--- config.mk ---
export PLATFORM = sky130hd
export DESIGN_NAME = channel_noise_scheduler
export DESIGN_NICKNAME = d
export VERILOG_FILES = /design/src/rtl/channel_pkg.sv /design/src/rtl/channel_lfsr.sv /design/src/rtl/channel_noise_scheduler.sv
export SDC_FILE = /design/constraint.sdc
export NUM_CORES = 1
export LEC_CHECK = 0
export ABC_AREA = 1
export ABC_CLOCK_PERIOD_IN_PS = 5300
export CAP_MARGIN = 20
export CORE_MARGIN = 1.5
export CORE_UTILIZATION = 40
export DETAILED_ROUTE_END_ITERATION = 16
export GPL_TIMING_DRIVEN = 0
export PLACE_DENSITY_LB_ADDON = 0.2
export SLEW_MARGIN = 10
export SYNTH_ARGS = -nofsm -noshare
export SYNTH_HDL_FRONTEND = slang
export SYNTH_HIERARCHICAL = 1
export SYNTH_SLANG_ARGS = --single-unit
--- constraint.sdc ---
create_clock -name clk -period 5.3 [get_ports clk]
set_clock_uncertainty 0.05 [all_clocks]
set_input_delay 1.325 -clock clk [delete_from_list [all_inputs] [get_ports clk]]
set_output_delay 1.325 -clock clk [all_outputs]
set_load 0.05 [all_outputs]
--- src/rtl/channel_pkg.sv ---
// rtl/channel_pkg.sv - shared types and constants for the channel impairment blocks
package channel_pkg;

    typedef enum logic [1:0] {IDLE, CLEAN, NOISY} state_t;

    localparam logic [31:0] LFSR_TAPS  = 32'h8020_0003;
    localparam int          SAMPLE_MAX = 65535;
    localparam int          SAMPLE_MIN = -65536;

endpackage

--- src/rtl/channel_lfsr.sv ---
// rtl/channel_lfsr.sv - 32-bit Galois LFSR noise source, steps once per advance pulse
module channel_lfsr
    import channel_pkg::*;
#(
    parameter logic [31:0] SEED = 32'hACE1_2468
) (
    input  logic        clk,
    input  logic        rst,
    input  logic        advance,
    output logic [31:0] state
);

    logic [31:0] lfsr_q;
    logic [31:0] lfsr_d;

    always_comb begin
        lfsr_d = lfsr_q;
        if (advance) begin
            lfsr_d = {1'b0, lfsr_q[31:1]} ^ (lfsr_q[0] ? LFSR_TAPS : 32'h0);
        end
    end

    always_ff @(posedge clk) begin
        if (rst) begin
            lfsr_q <= SEED;
        end else begin
            lfsr_q <= lfsr_d;
        end
    end

    assign state = lfsr_q;

endmodule

--- src/rtl/channel_noise_scheduler.sv ---
// rtl/channel_noise_scheduler.sv - alternates clean and noisy periods on two FSK sample streams
module channel_noise_scheduler
    import channel_pkg::*;
#(
    parameter int          DATA_W    = 17,
    parameter int          CNT_W     = 16,
    parameter logic [31:0] LFSR_SEED = 32'hACE1_2468
) (
    input  logic              clk,
    input  logic              rst,
    input  logic              cfg_valid,
    output logic              cfg_ready,
    input  logic [3:0]        cfg_amp_shift,
    input  logic [CNT_W-1:0]  cfg_clean_len,
    input  logic [CNT_W-1:0]  cfg_noisy_len,
    input  logic              enable,
    input  logic              in_valid,
    input  logic [DATA_W-1:0] input_1,
    input  logic [DATA_W-1:0] input_2,
    output logic              out_valid,
    output logic [DATA_W-1:0] output_1,
    output logic [DATA_W-1:0] output_2,
    output logic              noisy,
    output logic [15:0]       sat_count
);

    localparam logic [CNT_W-1:0]  CNT_ONE = CNT_W'(1);
    localparam logic [DATA_W-1:0] SAT_MAX = DATA_W'(SAMPLE_MAX);
    localparam logic [DATA_W-1:0] SAT_MIN = DATA_W'(SAMPLE_MIN);

    state_t             state_q, state_d;
    logic [CNT_W-1:0]   cnt_q, cnt_d;
    logic [CNT_W-1:0]   clean_len_q, noisy_len_q;
    logic [CNT_W-1:0]   eff_clean, eff_noisy;
    logic [3:0]         shift_q;
    logic               cfg_take;
    logic [31:0]        lfsr;

    logic               out_valid_q, noisy_q;
    logic [DATA_W-1:0]  out1_q, out2_q;
    logic [15:0]        sat_q;

    logic signed [15:0] n1, n2;
    logic [DATA_W:0]    sum1, sum2;
    logic               sat1, sat2;
    logic [DATA_W-1:0]  res1, res2;

    assign cfg_ready = (state_q == IDLE);
    assign cfg_take  = cfg_valid && cfg_ready;
    // A config written in the same IDLE cycle as enable must shape the first period.
    assign eff_clean = cfg_take ? cfg_clean_len : clean_len_q;
    assign eff_noisy = cfg_take ? cfg_noisy_len : noisy_len_q;

    channel_lfsr #(.SEED(LFSR_SEED)) u_lfsr (
        .clk     (clk),
        .rst     (rst),
        .advance (in_valid),
        .state   (lfsr)
    );

    always_comb begin
        state_d = state_q;
        cnt_d   = cnt_q;
        case (state_q)
            IDLE: begin
                if (enable) begin
                    if (eff_clean == '0 && eff_noisy != '0) begin
                        state_d = NOISY;
                        cnt_d   = eff_noisy - CNT_ONE;
                    end else begin
                        state_d = CLEAN;
                        cnt_d   = eff_clean - CNT_ONE;
                    end
                end
            end
            CLEAN: begin
                if (!enable) begin
                    state_d = IDLE;
                end else if (in_valid) begin
                    if (cnt_q != '0) begin
                        cnt_d = cnt_q - CNT_ONE;
                    end else if (noisy_len_q != '0) begin
                        state_d = NOISY;
                        cnt_d   = noisy_len_q - CNT_ONE;
                    end else begin
                        cnt_d = clean_len_q - CNT_ONE;
                    end
                end
            end
            NOISY: begin
                if (!enable) begin
                    state_d = IDLE;
                end else if (in_valid) begin
                    if (cnt_q != '0) begin
                        cnt_d = cnt_q - CNT_ONE;
                    end else if (clean_len_q != '0) begin
                        state_d = CLEAN;
                        cnt_d   = clean_len_q - CNT_ONE;
                    end else begin
                        cnt_d = noisy_len_q - CNT_ONE;
                    end
                end
            end
            default: state_d = IDLE;
        endcase
    end

    // Overflow of the widened sum shows up as disagreement of its top two bits.
    always_comb begin
        n1   = $signed(lfsr[15:0]) >>> shift_q;
        n2   = $signed(lfsr[31:16]) >>> shift_q;
        sum1 = {input_1[DATA_W-1], input_1} + {{(DATA_W-15){n1[15]}}, n1};
        sum2 = {input_2[DATA_W-1], input_2} + {{(DATA_W-15){n2[15]}}, n2};
        sat1 = sum1[DATA_W] ^ sum1[DATA_W-1];
        sat2 = sum2[DATA_W] ^ sum2[DATA_W-1];
        res1 = sat1 ? (sum1[DATA_W] ? SAT_MIN : SAT_MAX) : sum1[DATA_W-1:0];
        res2 = sat2 ? (sum2[DATA_W] ? SAT_MIN : SAT_MAX) : sum2[DATA_W-1:0];
    end

    always_ff @(posedge clk) begin
        if (rst) begin
            state_q     <= IDLE;
            cnt_q       <= '0;
            clean_len_q <= '0;
            noisy_len_q <= '0;
            shift_q     <= 4'd15;
            out_valid_q <= 1'b0;
            out1_q      <= '0;
            out2_q      <= '0;
            noisy_q     <= 1'b0;
            sat_q       <= '0;
        end else begin
            state_q     <= state_d;
            cnt_q       <= cnt_d;
            out_valid_q <= in_valid;
            if (cfg_take) begin
                clean_len_q <= cfg_clean_len;
                noisy_len_q <= cfg_noisy_len;
                shift_q     <= cfg_amp_shift;
            end
            if (in_valid) begin
                if (state_q == NOISY) begin
                    out1_q  <= res1;
                    out2_q  <= res2;
                    noisy_q <= 1'b1;
                    if ((sat1 || sat2) && sat_q != 16'hFFFF) begin
                        sat_q <= sat_q + 16'd1;
                    end
                end else begin
                    out1_q  <= input_1;
                    out2_q  <= input_2;
                    noisy_q <= 1'b0;
                end
            end
        end
    end

    assign out_valid = out_valid_q;
    assign output_1  = out1_q;
    assign output_2  = out2_q;
    assign noisy     = noisy_q;
    assign sat_count = sat_q;

endmodule
Word level (Yosys, flattened, before mapping)
Cells that the tools add are included.
{"block": "classes", "add_sub_neg": 8, "n_eq_ne": 14, "n_shift": 2, "muxes": 32, "bitwise_logic": 3, "reduce_logical": 14}
{"cell": "16-bit 2-to-1 mux", "count": 12}
{"cell": "17-bit 2-to-1 mux", "count": 6}
{"cell": "16-bit by 1-bit subtractor with 16-bit output, second input constant", "count": 5}
{"cell": "16-bit nonzero test", "count": 4}
{"cell": "16-bit one-hot mux with 3 select lines", "count": 1}
{"cell": "17-bit by 16-bit adder with 18-bit output", "count": 2}
{"cell": "32-bit 2-to-1 mux", "count": 1}
{"cell": "16-bit by 4-bit >>> shifter with 16-bit output", "count": 2}
{"cell": "31-bit by 32-bit XOR with 32-bit output", "count": 1}
{"cell": "2-bit 2-to-1 mux", "count": 10}
{"cell": "3-bit inequality test, second input constant", "count": 6}
{"cell": "16-bit by 1-bit adder with 16-bit output, second input constant", "count": 1}
{"cell": "16-bit zero test", "count": 1}
{"cell": "16-bit inequality test, second input constant", "count": 1}
{"cell": "2-bit inequality test, second input constant", "count": 4}
{"cell": "7-bit AND reduction", "count": 1}
{"cell": "2-bit one-hot mux with 3 select lines", "count": 1}
{"cell": "6-bit AND reduction", "count": 1}
{"cell": "1-bit logical AND", "count": 3}
{"cell": "3-bit AND reduction", "count": 1}
{"cell": "3-bit nonzero test", "count": 1}
{"cell": "2-bit by 1-bit equality test with 1-bit output, second input constant", "count": 1}
{"cell": "2-bit equality test, second input constant", "count": 1}
{"cell": "2-bit zero test", "count": 1}
{"cell": "4 further kinds", "count": 5}
{"block": "word_totals", "reg_bits": 138, "output_inout_bits": 53, "word_cells": 84}

Depth between registers and ports, before layout
{"block": "depth", "word_depth": 8, "depth_mapped": 25, "depth_no_buf": 24}

Cells and area by module
Netlist, hierarchy kept.
{"mod": "channel_noise_scheduler", "instances": 1, "cells_each": 1562, "area_each_um2": 9471.6}
{"mod": "channel_lfsr", "instances": 1, "cells_each": 147, "area_each_um2": 1137.3}

Worst setup path after synthesis
Ideal clock, no wire load.
{"block": "synth_timing", "path_kind": "input to register", "start": "input input_1[0]", "end": "register out1_q[2], in the netlist output_1[2]", "t_arrival_ns": 3.460, "required_time_ns": 5.118, "path_slack_ns": 1.658, "cell_stages": 15, "path_buffers": 1, "path_cell_list": "ha_1 > fa_1 > a21oi_1 > o21ai_1 > nand2_1 > nand2_1 > nand3_1 > nand2_1 > xor2_1 > inv_1 > a21oi_1 > buf_2 > o21ai_0 > o211ai_1 > a21oi_1"}
{"block": "synth_via", "elab_chain_len": 4, "word_cells_on_any_way": 5, "cone_classes": "add/sub (1); mux (3); bitwise (1)"}
{"item": "start: declaration", "line": "channel_noise_scheduler.sv:18", "source": "input logic [DATA_W-1:0] input_1,"}
{"item": "17-bit by 16-bit adder with 18-bit output *", "line": "channel_noise_scheduler.sv:112", "source": "sum1 = {input_1[DATA_W-1], input_1} + {{(DATA_W-15){n1[15]}}, n1};"}
{"item": "17-bit 2-to-1 mux or 1-bit XOR (tied branches)", "line": "channel_noise_scheduler.sv:116, channel_noise_scheduler.sv:114"}
{"item": "17-bit 2-to-1 mux *", "line": "channel_noise_scheduler.sv:116", "source": "res1 = sat1 ? (sum1[DATA_W] ? SAT_MIN : SAT_MAX) : sum1[DATA_W-1:0];"}
{"item": "17-bit 2-to-1 mux *", "line": "channel_noise_scheduler.sv:142", "source": "if (state_q == NOISY) begin"}
{"item": "end signal: assignment", "line": "channel_noise_scheduler.sv:143", "source": "out1_q <= res1;"}
{"item": "end signal: assignment", "line": "channel_noise_scheduler.sv:150", "source": "out1_q <= input_1;"}
{"item": "end: declaration", "line": "channel_noise_scheduler.sv:40", "source": "logic [DATA_W-1:0] out1_q, out2_q;"}
Mark *: on every way between the ends. The rest lies on a longest branch, timed or not.
A chain may end at the register's enable or synchronous reset.

Worst setup path after layout
{"block": "layout_timing", "start": "register shift_q[0]", "end": "register out1_q[14], in the netlist output_1[14]"}
{"block": "layout_via", "elab_chain_len": 5, "word_cells_on_any_way": 6, "cone_classes": "add/sub (1); shift (1); mux (3); bitwise (1)"}
{"item": "start: declaration", "line": "channel_noise_scheduler.sv:35", "source": "logic [3:0] shift_q;"}
{"item": "start signal: assignment", "line": "channel_noise_scheduler.sv:139", "source": "shift_q <= cfg_amp_shift;"}
{"item": "16-bit by 4-bit >>> shifter with 16-bit output *", "line": "channel_noise_scheduler.sv:110", "source": "n1 = $signed(lfsr[15:0]) >>> shift_q;"}
{"item": "17-bit by 16-bit adder with 18-bit output *", "line": "channel_noise_scheduler.sv:112"}
{"item": "17-bit 2-to-1 mux or 1-bit XOR (tied branches)", "line": "channel_noise_scheduler.sv:116, channel_noise_scheduler.sv:114"}
{"item": "17-bit 2-to-1 mux *", "line": "channel_noise_scheduler.sv:116"}
{"item": "17-bit 2-to-1 mux *", "line": "channel_noise_scheduler.sv:142"}
Marks and branches as above.

==> summary.txt <==
Critical path
  • Startpoint type of the worst setup path: flip-flop
  • Kind of end point of the critical path: flip-flop
  • Crit Path Class: reg -> reg
  • R2R Path Start: shift_q[0]
  • Register-to-Register Path Depth: 23
  • Data arrival time at the worst-slack endpoint: 5.02 ns
  • Worst r2r dst: output_1[14]
  • Largest fanout on the critical path: 10
  • Register-to-Register Setup Slack: a little over 0.5 ns
  • Required time at the endpoint of the critical path: 5.54 ns

Power and ir drop
  • Post-route total power: roughly 5.0 mW
  • Part of the power in combinational logic: 0.472
  • Proportion of total power due to net switching: 0.443
  • Internal cell power: approximately 2.8 mW
  • Power share of the sequential group: 0.257
  • Static Leak: roughly 5.6 nW
  • Proportion of power drawn by the clock network: 0.272
  • Sw Pwr: 2.21 mW
  • Worst IR Drop VDD: 181 uV
  • PwrDens: 386 nW/um^2

Route
  • Number of routed nets with antenna violations: 0
  • Initial DRT Pass Iterations: 5
  • Count of routing violations after the opening detailed-route iteration: approximately 770
  • Residual DRC count: 0
  • Total detailed-routing wirelength: about 35 mm
  • Vias after detailed routing: 11700
  • Avg WL per Cell: ~16 microns
  • Via density per instance: 5.30

Timing
  • Min cycle time layout: between 4 and 5 ns
  • Number of hold-slack violations in the final timing report: 0
  • Slew of the pin with the lowest slew margin: 0.916 ns
  • Worst slew slack as a fraction of its limit: 0.385
  • Hold slack: around 0.42 ns
  • Max-slew violation count: 0
  • Setup ws final: 0.518 ns
  • Number of failing setup endpoints in the final timing report: 0
  • Setup TNS Final: 0 ns
  • Unrepaired setup endpoints after global routing: false
  • Max Clk Rate: between 200 and 250 MHz
  • Share of the cycle needed by the critical path after routing: 0.902

Worst hold path
  • Endpoint with the worst hold slack: output_2[6]
  • Hold WC Path Type: reg -> reg
  • Hold path startpoint: output_2[6]
  • Worst hold path depth: 2

GRT
  • Initial antenna violation count: 0
  • Final global-route overflow total: 0
  • Maximum number of pins on one net before global-route repair: 17
  • Number of global-route vias before repair: approximately 11000
  • GRT Resource Usage Total: 0.254
  • Wire length of the first global-routing pass: 57.0 mm

Logic synthesis
  • Most common flop cell mapped by yosys: sky130_fd_sc_hd__dfxtp_1
  • Sequential-to-total area share from yosys stat: 0.260
  • Cells after Synth: roughly 1700
  • Commonest cells in the synthesized netlist: sky130_fd_sc_hd__nand2_1, sky130_fd_sc_hd__nor2_1, sky130_fd_sc_hd__o21ai_0
  • Number of warnings issued by yosys: 6
  • Cell types occupying the most area after synthesis: sky130_fd_sc_hd__dfxtp_1, sky130_fd_sc_hd__nand2_1, sky130_fd_sc_hd__o21ai_0
  • Total nets after synthesis: between 1500 and 2000
  • Area fraction of the dominant cell type after synthesis: 0.260
  • Most frequent cell after synthesis: sky130_fd_sc_hd__nand2_1
  • Average footprint of a synthesized cell: 6.21 sq um
  • Number of distinct library cells after synthesis: 48
  • Number of synthesized flops with an enable pin: 0
  • Post-Synthesis Cell Area: ~11000 sq um
  • Flops & latches, synth: roughly 140
  • Synth area leader: sky130_fd_sc_hd__dfxtp_1
  • Async set-reset flop share out of synthesis: 0

Clock network
  • CTS Buf Count: 17
  • Post-CTS Setup Repair Bufs: 0
  • Clk sinks: roughly 140
  • CTS clk-pin slew, worst paths: roughly 0.070 ns
  • CTS Buffer Depth: 2
  • Cts hold-fix bufs: 0
  • CTS Root Cell: sky130_fd_sc_hd__clkbuf_16
  • Clock tree from TritonCTS: yes
  • CTS H-tree lvls: 4
  • Post-cts repair resize count: 0
  • Clock Latency Late Sink: roughly 0.44 ns

Floorplan
  • Die boundary height: 166 microns
  • Die Footprint: about 28000 sq um
  • # IOs: 128
  • Floorplan core area: about 26000 sq um
  • Row count: about 60
  • Chip Width: 166 microns
  • Effective utilization at floorplan: 0.407

Cells and area
  • Number of nets in the final layout: 1976
  • Ratio of cells with drive above 1 in the final layout: 0.0498
  • Number of fillers in the final layout: 2755
  • Area growth from synthesis to layout: 21.9%
  • Antenna diode count: 0

Job
  • Maximum capacitance violations: 0

Placement
  • Post-detailed-placement half-perimeter wirelength: between 20 and 30 mm
  • GP Congestion: roughly 1
  • Quantity of I/O buffers inserted on ports: approximately 130
  • Worst setup timing slack at the placement stage: ~0.63 ns

Run status
  • Outcome: finished, final reports clean
-- cell type report --
class	count	area (sq um)	area share
multi-input cells	1353	6960	0.538
flip-flops and latches	138	2760	0.214
repair buffers	126	1260	0.0975
inverters	143	537	0.0415
clock buffers	18	439	0.0339
well taps	335	419	0.0324
plain buffers	75	352	0.0272
clock inverters	14	208	0.0161
-- power by group through the flow --
| stage | sequential [mW] | clock (mW) | combinational [mW] |
|---|---|---|---|
| after detailed placement | 1.30 | 0 | 2.30 |
| after global placement | 1.30 | 0 | 2.29 |
| after CTS | 1.28 | 1.37 | 2.32 |
| after global routing | 1.30 | 1.42 | 2.62 |
| after floorplan | 1.33 | 0 | 1.62 |
| final | 1.28 | 1.35 | 2.35 |
-- metrics by stage --
step	cell area, sq um	instances	utilization
after detailed placement	12300	2170	0.472
after floorplan	10600	1709	-
final	12900	2202	0.496
after CTS	12900	2202	0.496
after global placement	12300	2170	0.472
after global routing	12900	2202	0.496
-- worst max-delay path: stages (launching register included) --
cell,delay [ns]
sky130_fd_sc_hd__dfxtp_1,0.40
sky130_fd_sc_hd__clkinv_1,0.24
sky130_fd_sc_hd__clkbuf_1,0.30
sky130_fd_sc_hd__nand2_1,0.11
sky130_fd_sc_hd__nand2_1,0.06
sky130_fd_sc_hd__o21ai_0,0.34
sky130_fd_sc_hd__mux2i_1,0.18
sky130_fd_sc_hd__nand2_1,0.09
sky130_fd_sc_hd__o21ai_0,0.14
sky130_fd_sc_hd__ha_1,0.25
sky130_fd_sc_hd__fa_1,0.42
sky130_fd_sc_hd__a21oi_1,0.15
sky130_fd_sc_hd__o21ai_1,0.13
sky130_fd_sc_hd__nand2_1,0.09
sky130_fd_sc_hd__nand2_1,0.14
sky130_fd_sc_hd__nand3_1,0.11
sky130_fd_sc_hd__nand2_1,0.07
sky130_fd_sc_hd__xor2_1,0.20
sky130_fd_sc_hd__inv_1,0.09
sky130_fd_sc_hd__a21oi_1,0.46
sky130_fd_sc_hd__buf_2,0.31
sky130_fd_sc_hd__o21ai_0,0.11
sky130_fd_sc_hd__o211ai_1,0.12
sky130_fd_sc_hd__a21oi_1,0.09
-- registers in the layout, indices dropped and copies added, names as in the netlist --
register / flops
u_lfsr/state: 32
state_q: 2
output_1: 17
clean_len_q: 16
sat_count: 16
noisy_len_q: 16
cnt_q: 16
out_valid: 1
output_2: 17
shift_q: 4
noisy: 1
-- layer usage --
metal | share of wire | up-vias | GRT usage | routed length, microns
li1 | - | 5934 | - | -
met1 | 0.43 | 5355 | 0.319 | 15300
met2 | 0.48 | 339 | 0.447 | 17100
met3 | 0.060 | 51 | 0.0436 | 2110
met4 | 0.021 | 0 | 0.0689 | 756
met5 | 0 | - | 0 | 0
-- cells by family (layout without fill, tap and decap cells) --
family | count (synthesis) | count (layout) | share of synthesized area
adders and majority gates | 47 | 47 | 0.0568
and+or+nand+nor | 833 | 833 | 0.327
muxes | 5 | 5 | 0.00472
DFF | 138 | 138 | 0.260
AOI/OAI and AO/OA | 386 | 386 | 0.200
buffers and inverters | 218 | 376 | 0.0837
xor gates and xnor gates | 82 | 82 | 0.0677
-- placed cells by master, fill, tap and decap left out, types with 46 or more instances in the layout --
master	synthesis	final
sky130_fd_sc_hd__a21oi_1	143	143
sky130_fd_sc_hd__nand3_1	116	116
sky130_fd_sc_hd__inv_1	134	134
sky130_fd_sc_hd__dfxtp_1	138	138
sky130_fd_sc_hd__clkbuf_1	46	46
sky130_fd_sc_hd__nor2_1	182	182
sky130_fd_sc_hd__clkdlybuf4s50_1	0	126
sky130_fd_sc_hd__xor2_1	52	52
sky130_fd_sc_hd__nand2_1	471	471
sky130_fd_sc_hd__o21ai_0	157	157
-- worst max path at each step --
stage,start,end,depth (start not counted)
floorplan,input_1[0],output_1[2],15
global placement,input_2[0],sat_count[12],17
CTS,shift_q[0],output_1[11],23
global route,shift_q[1],output_1[11],21
detailed placement,input_2[0],sat_count[12],17
finish,shift_q[0],output_1[14],23
Power figures use the tool's default switching activity.
